**src/rtl/menu_ctrl.sv**
```systemverilog
// rtl/menu_ctrl.sv - keyboard-driven menu page/cursor controller with frame-synced display shadow
module menu_ctrl #(
  parameter int LOCKOUT_FRAMES = 4,
  parameter int ROW_FIRST      = 4
) (
  input  logic       clk,
  input  logic       rst,
  input  logic       key_valid,
  input  logic [7:0] key_code,
  input  logic       new_frame,
  output logic [1:0] page_sel,
  output logic [3:0] cursor_row,
  output logic [1:0] difficulty,
  output logic       game_active,
  output logic       game_start
);

  typedef enum logic [1:0] {
    MAIN     = 2'd0,
    OPTIONS  = 2'd1,
    CONTROLS = 2'd2,
    GAME     = 2'd3
  } state_t;

  localparam logic [7:0] K_W   = 8'h57;
  localparam logic [7:0] K_S   = 8'h53;
  localparam logic [7:0] K_A   = 8'h41;
  localparam logic [7:0] K_D   = 8'h44;
  localparam logic [7:0] K_ENT = 8'h0D;
  localparam logic [7:0] K_ESC = 8'h1B;

  // Counter wide enough to hold LOCKOUT_FRAMES; one bit minimum when lockout is disabled.
  localparam int LW = (LOCKOUT_FRAMES > 0) ? $clog2(LOCKOUT_FRAMES + 1) : 1;
  localparam logic [LW-1:0] LOCK_LOAD = LW'(LOCKOUT_FRAMES);
  localparam logic [3:0]    ROW_BASE  = 4'(ROW_FIRST);

  state_t        state, nxt_state;
  logic [1:0]    cur, nxt_cur;
  logic [1:0]    diff, nxt_diff;
  logic [LW-1:0] lock_cnt;
  logic          hit, start, accept;

  // Decode the key against the current page: hit marks keys that mean something here.
  always_comb begin
    nxt_state = state;
    nxt_cur   = cur;
    nxt_diff  = diff;
    hit       = 1'b0;
    start     = 1'b0;
    case (state)
      MAIN: begin
        case (key_code)
          K_W: begin
            hit     = 1'b1;
            nxt_cur = (cur == 2'd0) ? 2'd0 : cur - 2'd1;
          end
          K_S: begin
            hit     = 1'b1;
            nxt_cur = (cur >= 2'd2) ? 2'd2 : cur + 2'd1;
          end
          K_ENT: begin
            hit = 1'b1;
            case (cur)
              2'd0: begin
                nxt_state = GAME;
                start     = 1'b1;
              end
              2'd1: begin
                nxt_state = OPTIONS;
                nxt_cur   = 2'd0;
              end
              default: nxt_state = CONTROLS;
            endcase
          end
          default: ;
        endcase
      end
      OPTIONS: begin
        case (key_code)
          K_W: begin
            hit     = 1'b1;
            nxt_cur = 2'd0;
          end
          K_S: begin
            hit     = 1'b1;
            nxt_cur = 2'd1;
          end
          K_D: if (cur == 2'd0) begin
            hit      = 1'b1;
            nxt_diff = (diff == 2'd3) ? 2'd3 : diff + 2'd1;
          end
          K_A: if (cur == 2'd0) begin
            hit      = 1'b1;
            nxt_diff = (diff == 2'd0) ? 2'd0 : diff - 2'd1;
          end
          K_ENT: if (cur == 2'd1) begin
            hit       = 1'b1;
            nxt_state = MAIN;
            nxt_cur   = 2'd1;
          end
          K_ESC: begin
            hit       = 1'b1;
            nxt_state = MAIN;
            nxt_cur   = 2'd1;
          end
          default: ;
        endcase
      end
      CONTROLS: begin
        if (key_code == K_ESC || key_code == K_ENT) begin
          hit       = 1'b1;
          nxt_state = MAIN;
          nxt_cur   = 2'd2;
        end
      end
      default: begin
        if (key_code == K_ESC) begin
          hit       = 1'b1;
          nxt_state = MAIN;
          nxt_cur   = 2'd0;
        end
      end
    endcase
    accept = key_valid && (lock_cnt == '0) && hit;
  end

  // Menu state, lockout and display shadow; the shadow samples pre-key values on a coincident frame.
  always_ff @(posedge clk or negedge rst) begin
    if (!rst) begin
      state      <= MAIN;
      cur        <= 2'd0;
      diff       <= 2'd1;
      lock_cnt   <= '0;
      page_sel   <= 2'd0;
      cursor_row <= ROW_BASE;
      game_start <= 1'b0;
    end else begin
      game_start <= accept && start;
      if (accept) begin
        state    <= nxt_state;
        cur      <= nxt_cur;
        diff     <= nxt_diff;
        lock_cnt <= LOCK_LOAD;
      end else if (new_frame && lock_cnt != '0) begin
        lock_cnt <= lock_cnt - LW'(1);
      end
      if (new_frame) begin
        page_sel   <= state;
        cursor_row <= (state == MAIN || state == OPTIONS) ? ROW_BASE + {2'b00, cur} : 4'hF;
      end
    end
  end

  assign difficulty  = diff;
  assign game_active = (state == GAME);

endmodule

```
**config.mk**
```make
export PLATFORM = sky130hd
export DESIGN_NAME = menu_ctrl
export DESIGN_NICKNAME = d
export VERILOG_FILES = /design/src/rtl/menu_ctrl.sv
export SDC_FILE = /design/constraint.sdc
export NUM_CORES = 1
export LEC_CHECK = 0
export ABC_AREA = 1
export BUFFER_PORTS_ARGS = -buffer_cell sky130_fd_sc_hd__buf_2
export CAP_MARGIN = 10
export CORE_MARGIN = 2
export CORE_UTILIZATION = 30
export CTS_BUF_LIST = sky130_fd_sc_hd__clkbuf_4
export CTS_CLUSTER_DIAMETER = 80
export DETAILED_ROUTE_END_ITERATION = 16
export PLACE_DENSITY = 0.55
export SYNTH_ARGS = -nofsm -noshare
export SYNTH_HDL_FRONTEND = slang
export SYNTH_SLANG_ARGS = --single-unit
```
**constraint.sdc**
```tcl
create_clock -name clk -period 1.9 [get_ports clk]
set_input_delay 0.475 -clock clk [delete_from_list [all_inputs] [get_ports clk]]
set_output_delay 0.475 -clock clk [all_outputs]
set_load 0.01 [all_outputs]
```
==> Word level (Yosys, flattened, before mapping) <==
Index checks and enable logic that the tools add are counted.
{ "classes": {"addsub": 6, "n_lt_le_gt_ge": 1, "n_eq_ne": 20, "muxes": 31, "reduce_logical": 21} }
{ "ops": {"columns": ["op", "n"], "rows": [
  ["8-bit by 7-bit == test with 1-bit output, second input constant", 4],
  ["2-bit two-way mux", 12],
  ["2-bit one-hot mux with 3 select lines", 4],
  ["2-bit one-hot mux with 2 select lines", 3],
  ["3-bit inequality test, second input constant", 3],
  ["8-bit by 4-bit == test with 1-bit output, second input constant", 1],
  ["8-bit by 5-bit == test with 1-bit output, second input constant", 1],
  ["2-bit inequality test, second input constant", 4],
  ["1-bit two-way mux", 7],
  ["7-bit AND reduction", 1],
  ["2-bit == test, second input constant", 3],
  ["2-bit zero test", 3],
  ["3-bit two-way mux", 2],
  ["1-bit one-hot mux with 3 select lines", 2],
  ["6-bit AND reduction", 1],
  ["3-bit OR reduction", 2],
  ["5-bit AND reduction", 1],
  ["2-bit by 1-bit adder with 2-bit output, second input constant", 2],
  ["3-bit by 2-bit adder with 4-bit output, first input constant", 1],
  ["2-bit by 1-bit == test with 1-bit output, second input constant", 2],
  ["1-bit logical AND", 4],
  ["4-bit two-way mux", 1],
  ["4-bit by 2-bit inequality test with 1-bit output, second input constant", 1],
  ["4-bit by 3-bit inequality test with 1-bit output, second input constant", 1],
  ["9 further kinds", 13]
]} }
{ "word_totals": {"reg_bits": 16, "input_bits": 12, "output_inout_bits": 10, "wordCells": 86} }

==> Logic depth before layout (Yosys ltp) <==
{ "logic_depth": {"ltp_word": 6, "depth_mapped": 14, "depth_no_buf": 14} }

==> Worst setup path before layout <==
Ideal clock, no wire load.
{ "synth_timing": {"kind": "reg2reg", "from": "register state[1]", "to": "register diff[1] (netlist: difficulty[1])", "setup_ps": 121, "t_arrival_ps": 1502, "required_time_ps": 1779, "slack_ps": 278, "path_stages_with_launch": 14, "period_less_slack_ps": 1622, "cell_sequence": "dfrtp_1 -> inv_1 -> ha_1 -> inv_2 -> nand2_1 -> nand3_2 -> nand2_1 -> inv_1 -> nand2_2 -> nand2_4 -> nand2_4 -> nand2_4 -> o21ai_1 -> nand2_1"} }
{ "synth_between": {"elab_chain_len": 4, "word_cells_on_any_way": 6, "cone_classes": "eq/ne (2); mux (1); reduce/logical (3)"} }
{ "synth_rtl": {"columns": ["element", "line_no", "text"], "rows": [
  ["from (decl)", "37", "state_t state, nxt_state;"],
  ["from (signal assigned)", "140", "state <= nxt_state;"],
  ["2-bit == test (tied with other cells)", "50", "case (state)"],
  ["1-bit one-hot mux with 3 select lines", "50", null],
  ["1-bit logical AND", "124", "accept = key_valid && (lock_cnt == '0) && hit;"],
  ["5-bit AND reduction (no source line) (*)", null, null],
  ["to (signal assigned)", "142", "diff <= nxt_diff;"],
  ["to (decl)", "39", "logic [1:0] diff, nxt_diff;"]
]} }
Mark *: on every way between the ends. The rest lies on a longest branch, timed or not.
A chain may end at the register's enable or synchronous reset.

==> Worst setup path in the final report <==
{ "layout_timing": {"from": "register state[1]", "to": "output port game_active"} }
{ "layout_between": {"elab_chain_len": 1} }
{ "layout_rtl": {"columns": ["element", "line_no", "text"], "rows": [
  ["2-bit == test", "155", "assign game_active = (state == GAME);"],
  ["to (decl)", "14", "output logic game_active,"]
]} }
No other way between the ends.

==> reports/results.ini <==
[global_route]
grt_overflow=0
grt_pass1_wl_um=4480
grtUsageTotal_pct=12.6
grt_pass1_vias=1019
antenna_found_initial=0
grt_max_degree=16

[die]
start_util_pct=31.3
die_w_um=68.6
fp-row-count=23
die_area_um2=4700
coreArea_um2=4000
io_pins=22
dieHeight_um=68.6

[logic_synthesis]
yosysSeqAreaShare_pct=30.1
synth.ff_latch_count=15
synth_area_um2=1250
yosysUniqueCellTypes=31
async_flop_share_pct=100
synthCells=171
synth_top_flop_cell=dfrtp_1
yosys_warnings=0
syn_area_per_cell_um2=7.32
synth_edf_count=0
syn-num-nets=189

[clock_tree]
clk_latency_ns=0.28
cts_tree=yes
h-tree-depth=1
cts_max_path_buffers=2
clkTransAtPathRegs_ns=0.09
cts_root_buffer=clkbuf_4
numCtsBuffers=3
cts.sinks=15
cts_setup_buffers=0

[power]
pwr-share-seq_pct=49.3
ir_drop_mv=0.327
power_density_nw_per_um2=526
cellLeakagePower_nw=0.742
power_frac_comb_pct=25.4
power_frac_clock_pct=25.3
p_int_w=0.000527
power_switching_w=0.000243
finalPower_w=0.000770
switching_share_pct=31.6

[sta]
fin_crit_ns=1.73
setup_violations=0
finalMaxSlewViolations=0
fin_hold_ws_ns=0.0835
fin_ws_ns=0.172
post-route-period-util_pct=90.9
hold_viol_final=0
rsz0062_at_grt=false
skew_ns=0.00458
fmaxAchievable_mhz=579
fin_tns_setup_ns=0

[detailed_routing]
firstDrtPassIters=4
vias_per_cell=4.58
highest-signal-layer=met3
met1_length_um=1260
drc=0
dr_wl_met3_um=139
dr_wl_met2_um=1240
wire_per_inst_um=10.9
ant_nets=0
routed_wl_um=2640
vias=1113
initialDrtViolationCount=40

[placed_design]
gp_congestion=0.826
post-place-ws_ns=0.107
place_hpwl_um=2120
placed_cell_area_um2=1410
port-buffer-count=20

[worst_setup_path]
crit_chain=buf_4, ha_1, buf_2
critPathCaptureType=output pin
critical_path_required_ns=1.42
crit_path_start_kind=flip-flop
ff2ff_setup_slack_ns=0.21
cp.arrival_ns=1.25
r2r-end=state[0]
path_buf_inv=2
path_class=flip-flop to output pin
crit_path_top_delay_cell=dfrtp_1
reg2reg_from=state[0]
worst_r2r_path_depth=13
cp_max_fo=5
path_delay_family=flip-flops
crit_path_max_incr_delay_ns=0.39

[final_layout]
stdcell_area_um2=1460
drive_gt1_share_pct=33.2
nFillCells=454
n_antenna_cell=0
fin_nets=212
area_growth_pct=16.9

[run]
drv_cap=0

[worst_hold_path]
hold_class=input pin to async pin

[run_status]
outcome=completed

[worst register-to-register path, stage by stage, from the launching register on]
cell and delay, ns:
dfrtp_1 0.45, inv_2 0.14, ha_2 0.24, nor2_1 0.05, nand2_1 0.07, nand3_1 0.07
nand2_1 0.06, inv_1 0.04, nand2_2 0.06, nand2_4 0.06, nand2_4 0.07, nand4_1 0.12
nand2_1 0.08, nand2_1 0.05
[logic make-up (layout without fill, tap and decap cells)]
logic type	count (synthesis)	count (layout)	share of synthesized area (%)
buf+inv	27	49	8.50
other cells	1	1	0.300
simple gates	106	106	44.7
fa+ha+maj	8	8	7.60
flops	15	15	30.1
xor+xnor	1	1	0.700
compound gates	13	13	8.10
[cell usage in the layout (no fill, tap or decap), types with 2 or more instances in the layout]
cell,instances
clkbuf_4,4
nor2_4,4
dfrtp_1,14
nand2_4,3
inv_2,7
nand3_2,2
o21ai_1,2
buf_2,20
nor2_2,3
ha_1,3
nor2_1,16
inv_1,16
nand2_2,12
maj3_1,2
a21oi_1,3
nand3_1,12
nor3_1,2
nand4_1,8
ha_4,2
o21ai_0,5
nand2_1,41
[state kept, by name, indices dropped and copies added (netlist names)]
register,flops
lock_cnt,3
cur,2
page_sel,2
difficulty,2
state,2
game_start,1
cursor_row,3
[per-layer routing]
metal | global-route usage, % | vias to the layer above
met5 | 0 | -
met4 | 1.50 | 0
met3 | 3.90 | 0
met2 | 21.2 | 24
met1 | 16.3 | 500
li1 | - | 589
[worst max-delay path by stage]
stage | endpoint | start | cells past startpoint | slack [ns]
after floorplan | difficulty[1] | state[1] | 13 | 0.28
after global placement | difficulty[1] | state[0] | 13 | 0.14
after detailed placement | difficulty[0] | state[0] | 14 | 0.11
after CTS | difficulty[0] | state[0] | 14 | 0.08
after global routing | difficulty[1] | state[0] | 13 | 0.02
final | game_active | state[1] | 3 | 0.17
[cell type report]
type / count / area, µm² / area share, %
multi-input combinational: 129 / 796 / 54.4
sequential: 15 / 377 / 25.7
timing repair buffer: 21 / 108 / 7.36
clock buffer: 4 / 30.0 / 2.05
tap: 50 / 62.6 / 4.28
inverter: 24 / 90.1 / 6.16
[synthesized netlist by cell type, types with 2 or more instances]
library cell | count | area, µm²
a21oi_1 | 3 | 15.0
dfrtp_1 | 14 | 350
ha_1 | 6 | 75.1
inv_1 | 17 | 63.8
inv_2 | 6 | 22.5
maj3_1 | 2 | 20.0
nand2_1 | 41 | 154
nand2_2 | 12 | 75.1
nand2_4 | 3 | 33.8
nand3_1 | 12 | 60.1
nand3_2 | 2 | 20.0
nand4_1 | 8 | 50.1
nor2_1 | 16 | 60.1
nor2_2 | 3 | 18.8
nor2_4 | 4 | 45.0
nor3_1 | 2 | 10.0
o21ai_0 | 5 | 25.0
o21ai_1 | 2 | 10.0
[per-stage QoR]
stage | instances | utilization [%]
final | 243 | 36.6
after CTS | 243 | 35.9
after global routing | 243 | 36.6
after floorplan | 171 | -
after global placement | 239 | 35.1
after detailed placement | 239 | 35.1
[repair_timing]
action                                  4_1_cts  5_1_grt
hold buffers                                  0        0
gates resized for setup                       0        6
endpoints found under the setup margin        0        8
[power by group through the flow]
stage	combinational [W]	clock, W	sequential, W
6_report	0.000196	0.000195	0.000380
3_5_place_dp	0.000197	0	0.000387
5_1_grt	0.000234	0.000220	0.000386
4_1_cts	0.000199	0.000207	0.000380
3_3_place_gp	0.000199	0	0.000386
2_1_floorplan	0.000146	0	0.000384
No activity file was read; power rests on OpenSTA's default activity.
